### src/rtl/pes_freqdiv_ctrl.sv
// Ratio controller for the 4-bit programmable clock divider; optional feature macro: FREQDIV_CTRL_SKIP_EN.
// Latency: request to done is SETTLE+LOCK+2 cycles, or 1 cycle for rejected (and, with the macro, unchanged) ratios.
// Backpressure: requests are level-held; one round-robin grant per pass, and requests are only sampled in IDLE.
module pes_freqdiv_ctrl #(
  parameter int NREQ   = 4,
  parameter int SETTLE = 2,
  parameter int LOCK   = 16,
  parameter int DEF_N  = 2
) (
  input  logic              i_clkin,
  input  logic              i_rst,
  input  logic [NREQ-1:0]   i_req,
  input  logic [4*NREQ-1:0] i_req_n,
  output logic [NREQ-1:0]   o_done,
  output logic              o_err,
  output logic              o_busy,
  output logic              o_div_en,
  output logic [3:0]        o_div_n
);

  localparam int IW = $clog2(NREQ);
  localparam int SW = $clog2(SETTLE + 1);
  localparam int LW = $clog2(LOCK + 1);
  localparam logic [SW-1:0] SETTLE_INIT = SW'(SETTLE - 1);
  localparam logic [LW-1:0] LOCK_INIT   = LW'(LOCK - 1);
  localparam logic [3:0]    DEF_RATIO   = 4'(DEF_N);

  typedef enum logic [2:0] {
    S_IDLE  = 3'd0,
    S_DRAIN = 3'd1,
    S_LOAD  = 3'd2,
    S_LOCK  = 3'd3,
    S_DONE  = 3'd4
  } state_t;

  state_t          r_state;
  state_t          w_state_nxt;
  logic [SW-1:0]   r_settle_cnt, w_settle_cnt_nxt;
  logic [LW-1:0]   r_lock_cnt, w_lock_cnt_nxt;
  logic [IW-1:0]   r_ptr, w_ptr_nxt;
  logic [IW-1:0]   r_win, w_win_nxt;
  logic [3:0]      r_lat_n, w_lat_n_nxt;
  logic            r_div_en, w_div_en_nxt;
  logic [3:0]      r_div_n, w_div_n_nxt;
  logic [NREQ-1:0] r_done, w_done_nxt;
  logic            r_err, w_err_nxt;
  logic            r_busy, w_busy_nxt;

  logic            w_found;
  logic [IW-1:0]   w_win;
  logic [3:0]      w_win_n;
  logic [IW-1:0]   w_ptr_inc;

  // Index of the k-th requester counted from base, wrapping at NREQ.
  function automatic logic [IW-1:0] wrap_idx(input logic [IW-1:0] base, input int off);
    int s;
    s = int'(base) + off;
    if (s >= NREQ) s = s - NREQ;
    return IW'(s);
  endfunction

  // Round-robin winner: first set request at or after the pointer.
  always_comb begin
    w_found = 1'b0;
    w_win   = '0;
    for (int k = 0; k < NREQ; k++) begin
      if (!w_found && i_req[wrap_idx(r_ptr, k)]) begin
        w_found = 1'b1;
        w_win   = wrap_idx(r_ptr, k);
      end
    end
  end

  // Ratio slice of the winner and the pointer value that follows it.
  always_comb begin
    w_win_n = 4'd0;
    for (int i = 0; i < NREQ; i++) begin
      if (w_win == IW'(i)) w_win_n = i_req_n[4*i +: 4];
    end
    w_ptr_inc = (w_win == IW'(NREQ - 1)) ? '0 : w_win + IW'(1);
  end

  // Next-state and registered-output values for the sequencing FSM.
  always_comb begin
    w_state_nxt      = r_state;
    w_settle_cnt_nxt = r_settle_cnt;
    w_lock_cnt_nxt   = r_lock_cnt;
    w_ptr_nxt        = r_ptr;
    w_win_nxt        = r_win;
    w_lat_n_nxt      = r_lat_n;
    w_div_en_nxt     = r_div_en;
    w_div_n_nxt      = r_div_n;
    w_done_nxt       = '0;
    w_err_nxt        = 1'b0;
    case (r_state)
      S_IDLE: begin
        w_div_en_nxt = 1'b1;
        if (w_found) begin
          w_win_nxt   = w_win;
          w_lat_n_nxt = w_win_n;
          w_ptr_nxt   = w_ptr_inc;
          if (w_win_n < 4'd2) begin
            // Ratios 0 and 1 are not divisible; answer at once and leave the divider running.
            w_state_nxt       = S_DONE;
            w_done_nxt[w_win] = 1'b1;
            w_err_nxt         = 1'b1;
          end
`ifdef FREQDIV_CTRL_SKIP_EN
          else if (w_win_n == r_div_n) begin
            // Divider already runs at this ratio; no need to stop it.
            w_state_nxt       = S_DONE;
            w_done_nxt[w_win] = 1'b1;
          end
`endif
          else begin
            w_state_nxt      = S_DRAIN;
            w_div_en_nxt     = 1'b0;
            w_settle_cnt_nxt = SETTLE_INIT;
          end
        end
      end
      S_DRAIN: begin
        w_div_en_nxt = 1'b0;
        if (r_settle_cnt == '0) w_state_nxt = S_LOAD;
        else w_settle_cnt_nxt = r_settle_cnt - SW'(1);
      end
      S_LOAD: begin
        // Ratio is swapped while the divider is still held off; it restarts on the same edge.
        w_div_n_nxt    = r_lat_n;
        w_div_en_nxt   = 1'b1;
        w_lock_cnt_nxt = LOCK_INIT;
        w_state_nxt    = S_LOCK;
      end
      S_LOCK: begin
        if (r_lock_cnt == '0) begin
          w_state_nxt       = S_DONE;
          w_done_nxt[r_win] = 1'b1;
        end else begin
          w_lock_cnt_nxt = r_lock_cnt - LW'(1);
        end
      end
      S_DONE: begin
        w_state_nxt = S_IDLE;
      end
      default: begin
        w_state_nxt = S_IDLE;
      end
    endcase
    w_busy_nxt = (w_state_nxt != S_IDLE);
  end

  // State and output registers with synchronous reset.
  always_ff @(posedge i_clkin) begin
    if (i_rst) begin
      r_state      <= S_IDLE;
      r_settle_cnt <= '0;
      r_lock_cnt   <= '0;
      r_ptr        <= '0;
      r_win        <= '0;
      r_lat_n      <= '0;
      r_div_en     <= 1'b0;
      r_div_n      <= DEF_RATIO;
      r_done       <= '0;
      r_err        <= 1'b0;
      r_busy       <= 1'b0;
    end else begin
      r_state      <= w_state_nxt;
      r_settle_cnt <= w_settle_cnt_nxt;
      r_lock_cnt   <= w_lock_cnt_nxt;
      r_ptr        <= w_ptr_nxt;
      r_win        <= w_win_nxt;
      r_lat_n      <= w_lat_n_nxt;
      r_div_en     <= w_div_en_nxt;
      r_div_n      <= w_div_n_nxt;
      r_done       <= w_done_nxt;
      r_err        <= w_err_nxt;
      r_busy       <= w_busy_nxt;
    end
  end

  assign o_done   = r_done;
  assign o_err    = r_err;
  assign o_busy   = r_busy;
  assign o_div_en = r_div_en;
  assign o_div_n  = r_div_n;

endmodule

### config.mk
export PLATFORM = sky130hd
export DESIGN_NAME = pes_freqdiv_ctrl
export DESIGN_NICKNAME = d
export VERILOG_FILES = /design/src/rtl/pes_freqdiv_ctrl.sv
export SDC_FILE = /design/constraint.sdc
export NUM_CORES = 1
export LEC_CHECK = 0
export ABC_AREA = 1
export CAP_MARGIN = 20
export CELL_PAD_IN_SITES_DETAIL_PLACEMENT = 0
export CELL_PAD_IN_SITES_GLOBAL_PLACEMENT = 2
export CORE_UTILIZATION = 25
export CTS_CLUSTER_DIAMETER = 30
export CTS_CLUSTER_SIZE = 8
export DETAILED_ROUTE_END_ITERATION = 10
export MAX_ROUTING_LAYER = met4
export PLACE_DENSITY = 0.74
export SETUP_SLACK_MARGIN = 0.5
export SLEW_MARGIN = 15
export SYNTH_ARGS = -nofsm -noshare
export SYNTH_HDL_FRONTEND = slang
export SYNTH_SLANG_ARGS = --single-unit
export TNS_END_PERCENT = 10
### constraint.sdc
create_clock -name i_clkin -period 2.7 [get_ports i_clkin]
set_clock_uncertainty 0.1 [all_clocks]
set_input_delay 0.81 -clock i_clkin [delete_from_list [all_inputs] [get_ports i_clkin]]
set_output_delay 0.81 -clock i_clkin [all_outputs]
set_load 0.05 [all_outputs]
==> flow_summary.json, run 1 <==
{
  "max_slew.worst_pin.slew_ns": 0.631,
  "wl_met2_mm": 2.07,
  "cts.sinks": 29,
  "min_period_ns": 2.73,
  "core_region_area_um2": 6460,
  "ios": 33,
  "root_buffer": "clkbuf_8",
  "synth_cells": 258,
  "maxCapViolCount": 0,
  "cp-endpoint": "r_settle_cnt[0]$_SDFFE_PP0P_",
  "route.detailed.drc": 0,
  "rsz0062_at_grt": "true",
  "dp_cells": 387,
  "antenna_found_initial": 0,
  "die_x_um": 84.7,
  "worstSkewPairLatency_ns": 0.28,
  "hpwl_mm": 3.41,
  "wl_met1_mm": 2.18,
  "crit_start": "i_req[2]",
  "grt_usage": 0.144,
  "regToRegSetupSlack_ns": 0.05,
  "slew_violations": 0,
  "clock_path_buffers": 2,
  "clock_tree.htree_level_count": 2,
  "grt_overflow_total": 0,
  "hold_buffers": 0,
  "fillers": 700,
  "drtIter0Drc": 48,
  "crit_path_end_kind": "flop",
  "grt_max_degree": 18,
  "outcome": "complete, but fails checks",
  "slew_headroom": 0.576,
  "highest_layer": "met4",
  "hold_viol": 0,
  "wire_per_inst_um": 11.1,
  "r2r-end": "r_settle_cnt[0]$_SDFFE_PP0P_",
  "netlist_area_um2": 1710,
  "syn_avg_cell_area_um2": 6.63,
  "grt_pass1_vias": 1727,
  "nets": 349,
  "syn_nets": 286,
  "synth.distinct_cells": 30,
  "die-area_um2": 7180,
  "setup_viol": 4,
  "grt_pass1_wl_mm": 7.91,
  "synth_most_common_cell": "nand2_1",
  "final_cells": 399,
  "via_per_inst": 4.31,
  "crit_required_ns": 2.78,
  "cts_buffers": 5,
  "wl_met3_um": 108,
  "yosysWarnings": 0,
  "rows": 29,
  "yosysTopAreaCellShare": 0.339,
  "synthFlopType": "dfxtp_1",
  "drive_above_1_share": 0.354,
  "violations": "setup timing",
  "yosys-top-cells-area": "dfxtp_1 34%, nand2_1 13%, inv_1 8.6%",
  "post-route-period-util": 1.01,
  "ant_nets": 0,
  "fp.dieH_um": 84.7,
  "drt_wl_total_mm": 4.43,
  "cp-start-kind": "input port",
  "min_path_cells": 2,
  "num_vias": 1719,
  "whs_ns": 0.345,
  "ys_ff_latch": 29,
  "arrival_ns": 2.82,
  "async_flop_share": 0,
  "worstRegToRegCells": 22,
  "clkSlewWorstSetupHoldPaths_ns": 0.06,
  "setup_slack_ns": -0.0325,
  "synth_edf_count": 0,
  "hp-class": "flop to flop",
  "port_buffers": 32,
  "diodes": 0,
  "cts_tree": "built",
  "critical_path_class": "input port to flop",
  "dr.pass1.iters": 6,
  "gp_congestion": 0.779,
  "seq_area_frac_synth": 0.339,
  "reg2reg_from": "r_ptr[0]$_SDFFE_PP0P_",
  "crit_fanout": 6,
  "fmax_ghz": 0.366,
  "synth.largest_area_cell": "dfxtp_1",
  "area_growth_pct": 54.8,
  "start_util": 0.265,
  "synth_commonest_cells": "59 x nand2_1, 39 x inv_1, 37 x nor2_1"
}
==> worst min path at each step <==
stage                               start                    endpoint  slack (ns)
3_5_place_dp   r_lock_cnt[4]$_SDFFE_PP0P_  r_lock_cnt[4]$_SDFFE_PP0P_        0.34
4_1_cts        r_lock_cnt[4]$_SDFFE_PP0P_  r_lock_cnt[4]$_SDFFE_PP0P_        0.35
2_1_floorplan  r_lock_cnt[4]$_SDFFE_PP0P_  r_lock_cnt[4]$_SDFFE_PP0P_        0.32
3_3_place_gp   r_lock_cnt[4]$_SDFFE_PP0P_  r_lock_cnt[4]$_SDFFE_PP0P_        0.34
6_report       r_lock_cnt[4]$_SDFFE_PP0P_  r_lock_cnt[4]$_SDFFE_PP0P_        0.35
5_1_grt           o_div_n[1]$_SDFFE_PP1P_     o_div_n[1]$_SDFFE_PP1P_        0.38
==> critical path, cell delays in order <==
cell      delay (ns)
buf_6           0.10
nand2_4         0.06
nand2_4         0.06
buf_6           0.11
o21ai_4         0.16
nand3b_1        0.13
nand3_1         0.09
nand2_2         0.14
inv_2           0.07
ha_4            0.19
a21oi_1         0.12
nand2_1         0.08
a21boi_2        0.21
nand3_4         0.13
inv_2           0.07
nand2_2         0.06
nand2_2         0.09
nand2_1         0.05
nand2_1         0.05
inv_1           0.03
==> flip-flops by register name (all words and copies together), names as in the netlist <==
signal / cells
o_done: 4
o_err: 1
r_state: 3
o_div_n: 4
r_lat_n: 4
o_busy: 1
r_ptr: 2
r_lock_cnt: 5
r_settle_cnt: 2
r_win: 2
o_div_en: 1
==> cell type report <==
| class | count | area (um2) | area share |
|---|---|---|---|
| multi-input combinational | 182 | 1150 | 0.435 |
| sequential | 29 | 582 | 0.220 |
| timing repair buffer | 61 | 552 | 0.208 |
| inverter | 42 | 183 | 0.0690 |
| tap | 77 | 96.3 | 0.0364 |
| clock buffer | 6 | 72.6 | 0.0274 |
| clock inverter | 2 | 10.0 | 0.00378 |
==> timing repair <==
item / CTS / global route
buffers inserted: 4 / 0
gates resized for setup: 83 / 3
setup endpoints to repair: 30 / 15
pin swaps: 40 / 4
==> through the flow <==
stage                util  worst slack (ns)  setup TNS [ns]  instance area [um2]
finish              0.410           -0.0325         -0.0726                 2650
global route        0.410            -0.215           -1.63                 2650
CTS                 0.408           -0.0511          -0.255                 2630
detailed placement  0.365             -1.05          -13.41                 2360
global placement    0.365             -1.07          -13.55                 2360
floorplan               -           -0.0420          -0.180                 1800
==> routing by layer <==
metal,global-route usage,vias to the layer above
met4,0.0508,0
met3,0.0265,7
met5,-,-
met1,0.181,748
met2,0.232,29
li1,-,935
==> layout by cell type, fill, tap and decap left out, types with 2 or more instances in the layout <==
| cell type | netlist | layout |
|---|---|---|
| clkbuf_8 | 0 | 5 |
| nor3_1 | 5 | 5 |
| dlygate4sd2_1 | 0 | 11 |
| nand2_4 | 2 | 10 |
| clkdlybuf4s50_1 | 0 | 17 |
| o21ai_4 | 0 | 2 |
| ha_1 | 6 | 2 |
| a21oi_2 | 1 | 5 |
| o21ai_1 | 6 | 6 |
| buf_8 | 0 | 3 |
| nand3_2 | 1 | 8 |
| nand2_1 | 59 | 42 |
| nand3_1 | 21 | 13 |
| clkinv_2 | 0 | 2 |
| buf_6 | 1 | 4 |
| inv_1 | 39 | 26 |
| o21ai_0 | 8 | 6 |
| inv_2 | 1 | 11 |
| nand2_2 | 8 | 17 |
| nor2_4 | 1 | 4 |
| nor2_1 | 37 | 34 |
| nand3_4 | 1 | 2 |
| a21oi_1 | 17 | 13 |
| dfxtp_1 | 29 | 28 |
| nand4_1 | 2 | 2 |
| inv_6 | 2 | 3 |
| ha_4 | 0 | 3 |
| buf_4 | 0 | 26 |
==> cell families after synthesis <==
kind of cell / count (synthesis) / share of synthesized area
and+or+nand+nor: 141 / 0.383
buffers and inverters: 47 / 0.124
AOI/OAI and AO/OA: 35 / 0.110
DFF: 29 / 0.339
adders and majority gates: 6 / 0.0439
Power of run 1 is left out: the tool's default activity adds up to more than one toggle a clock period on the data nets, which glitch-free logic cannot reach.
==> run 2, diff against run 1 <==
- HOLD_SLACK_MARGIN: unset -> 0.08
==> results of run 2 <==
No change in the layout: final DEF, timing and power equal those of run 1.
Power of run 2 is left out for the same reason.
==> run 3, diff against run 2 <==
- CORE_MARGIN: unset -> 4
- HOLD_SLACK_MARGIN: 0.08 -> unset
==> flow_summary.json, run 3 (synthesized netlist as in run 1, its figures left out) <==
{
  "outcome": "complete, no violations",
  "crit_required_ns": 2.81,
  "crit_fanout": 6,
  "diodes": 0,
  "worstPathCellList": "buf_8 -> inv_4 -> nand2_4 -> nand3_4 -> nand2_4 -> nor2_8 -> nand3_1 -> nand3_1 -> nand2_2 -> inv_2 -> ha_4 -> inv_4 -> nor2_4 -> nor2_2 -> a21oi_4 -> nand3_4 -> nor2_4 -> nand2_2 -> a21oi_2",
  "ant_nets": 0,
  "regMostFlops": "r_lock_cnt",
  "dp_cells": 387,
  "final_util": 0.422,
  "gp_congestion": 0.761,
  "drtIter0Drc": 49,
  "crit_path_end_kind": "flop",
  "critical_path_class": "input port to flop",
  "cts_buffers": 5,
  "hold_buffers": 0,
  "fin_tns_setup_ns": 0,
  "hpwl_mm": 3.45,
  "cp_slowest_cell": "a21oi_4",
  "fmax_ghz": 0.373,
  "cpLargestDelayFamily": "simple AND/OR/NAND/NOR gates",
  "drt_wl_total_mm": 4.53,
  "layout_common_cells": "37 x nand2_1, 33 x nor2_1, 28 x dfxtp_1",
  "cts.sinks": 29,
  "die_x_um": 90.7,
  "arrival_ns": 2.79,
  "crit_buf_inv": 4,
  "rsz0062_at_grt": "true",
  "slew_headroom": 0.593,
  "hold_viol": 0,
  "setup_slack_ns": 0.0185,
  "die-area_um2": 8230,
  "clock_tree.htree_level_count": 2,
  "final_common_cell": "nand2_1",
  "grt_max_degree": 18,
  "min_period_ns": 2.68,
  "route.detailed.drc": 0,
  "place_ws_ns": -1.05,
  "grt_pass1_wl_mm": 7.85,
  "start_util": 0.263,
  "wire_per_inst_um": 11.4,
  "fp.dieH_um": 90.7,
  "hp-class": "flop to flop",
  "cp-start-kind": "input port",
  "cp_slowest_stage_delay_ns": 0.20,
  "antenna_found_initial": 0,
  "port_buffers": 32,
  "grt_pass1_vias": 1716,
  "grt_usage": 0.119,
  "root_buffer": "clkbuf_8",
  "clkSlewWorstSetupHoldPaths_ns": 0.06,
  "area_growth_pct": 60.4,
  "max_slew.worst_pin.slew_ns": 0.606,
  "rows": 29,
  "nets": 348,
  "grt_overflow_total": 0,
  "drive_above_1_share": 0.380,
  "largest_reg_flops": 5,
  "dr.pass1.iters": 4,
  "worstSkewPairLatency_ns": 0.28,
  "clock_path_buffers": 2,
  "maxCapViolCount": 0,
  "slew_violations": 0,
  "ios": 33,
  "core_region_area_um2": 6490,
  "final_cells": 398,
  "regToRegSetupSlack_ns": 0.08,
  "setup_viol": 0,
  "via_per_inst": 4.39,
  "post-route-period-util": 0.993,
  "num_vias": 1747,
  "cts_tree": "built"
}
-- run 3: cell types whose count changed in the layout (fill, tap and decap cells not counted), sizes merged --
cell / previous run / this run
buf: 33 / 32
clkinv: 2 / 0
bufinv: 0 / 1
clkbuf: 6 / 7
-- run 3: path summary, 6_finish.rpt --
kind                                    from                    endpoint  depth (start not counted)
setup reg to reg       r_ptr[0]$_SDFFE_PP0P_        o_done[1]$_SDFF_PP0_                         20
hold / removal    r_lock_cnt[4]$_SDFFE_PP0P_  r_lock_cnt[4]$_SDFFE_PP0P_                          2
setup / recovery                    i_req[3]        o_done[1]$_SDFF_PP0_                         19
hold reg to reg   r_lock_cnt[4]$_SDFFE_PP0P_  r_lock_cnt[4]$_SDFFE_PP0P_                          2
-- run 3: repair_timing --
item                       CTS  global route
gates resized for setup     80            20
pin swaps                   50            27
setup endpoints to repair   30            16
gates cloned                 0             0
setup buffers                3             0
-- run 3: cell type report --
cell class | instances | area, um2
fillers | 676 | 3750
multi-input cells | 182 | 1220
flip-flops and latches | 29 | 582
repair buffers | 60 | 544
inverters | 42 | 188
well taps | 77 | 96.3
clock buffers | 7 | 86.3
clock inverters | 1 | 30.0
-- run 3: worst reg2reg max path, cell delays in order, from the launching register on --
cell and delay (ns):
dfxtp_2 0.32, buf_4 0.14, inv_6 0.10, nand2_2 0.06, nand2_2 0.10, inv_1 0.06
nand2_2 0.07, o21ai_4 0.07, nand3b_1 0.15, nand3_1 0.09, nand2_2 0.09, inv_2 0.09
ha_4 0.18, inv_4 0.06, nor2_4 0.08, nor2_2 0.05, a21oi_4 0.20, nand3_4 0.14
nor2_4 0.20, nand2_2 0.07, a21oi_2 0.12
-- run 3: layer usage --
| metal | wire length (um) | GRT usage | vias up |
|---|---|---|---|
| li1 | - | - | 936 |
| met1 | 2180 | 0.146 | 779 |
| met2 | 2170 | 0.193 | 29 |
| met3 | 149 | 0.0242 | 3 |
| met4 | 34 | 0.0383 | 0 |
| met5 | 0 | - | - |
-- run 3: per-stage QoR --
stage	cell area [um2]	hold WS [ns]
CTS	2670	0.352
floorplan	1800	0.324
global placement	2360	0.342
global route	2740	0.394
detailed placement	2360	0.341
finish	2740	0.345
Power of run 3 is left out for the same reason.
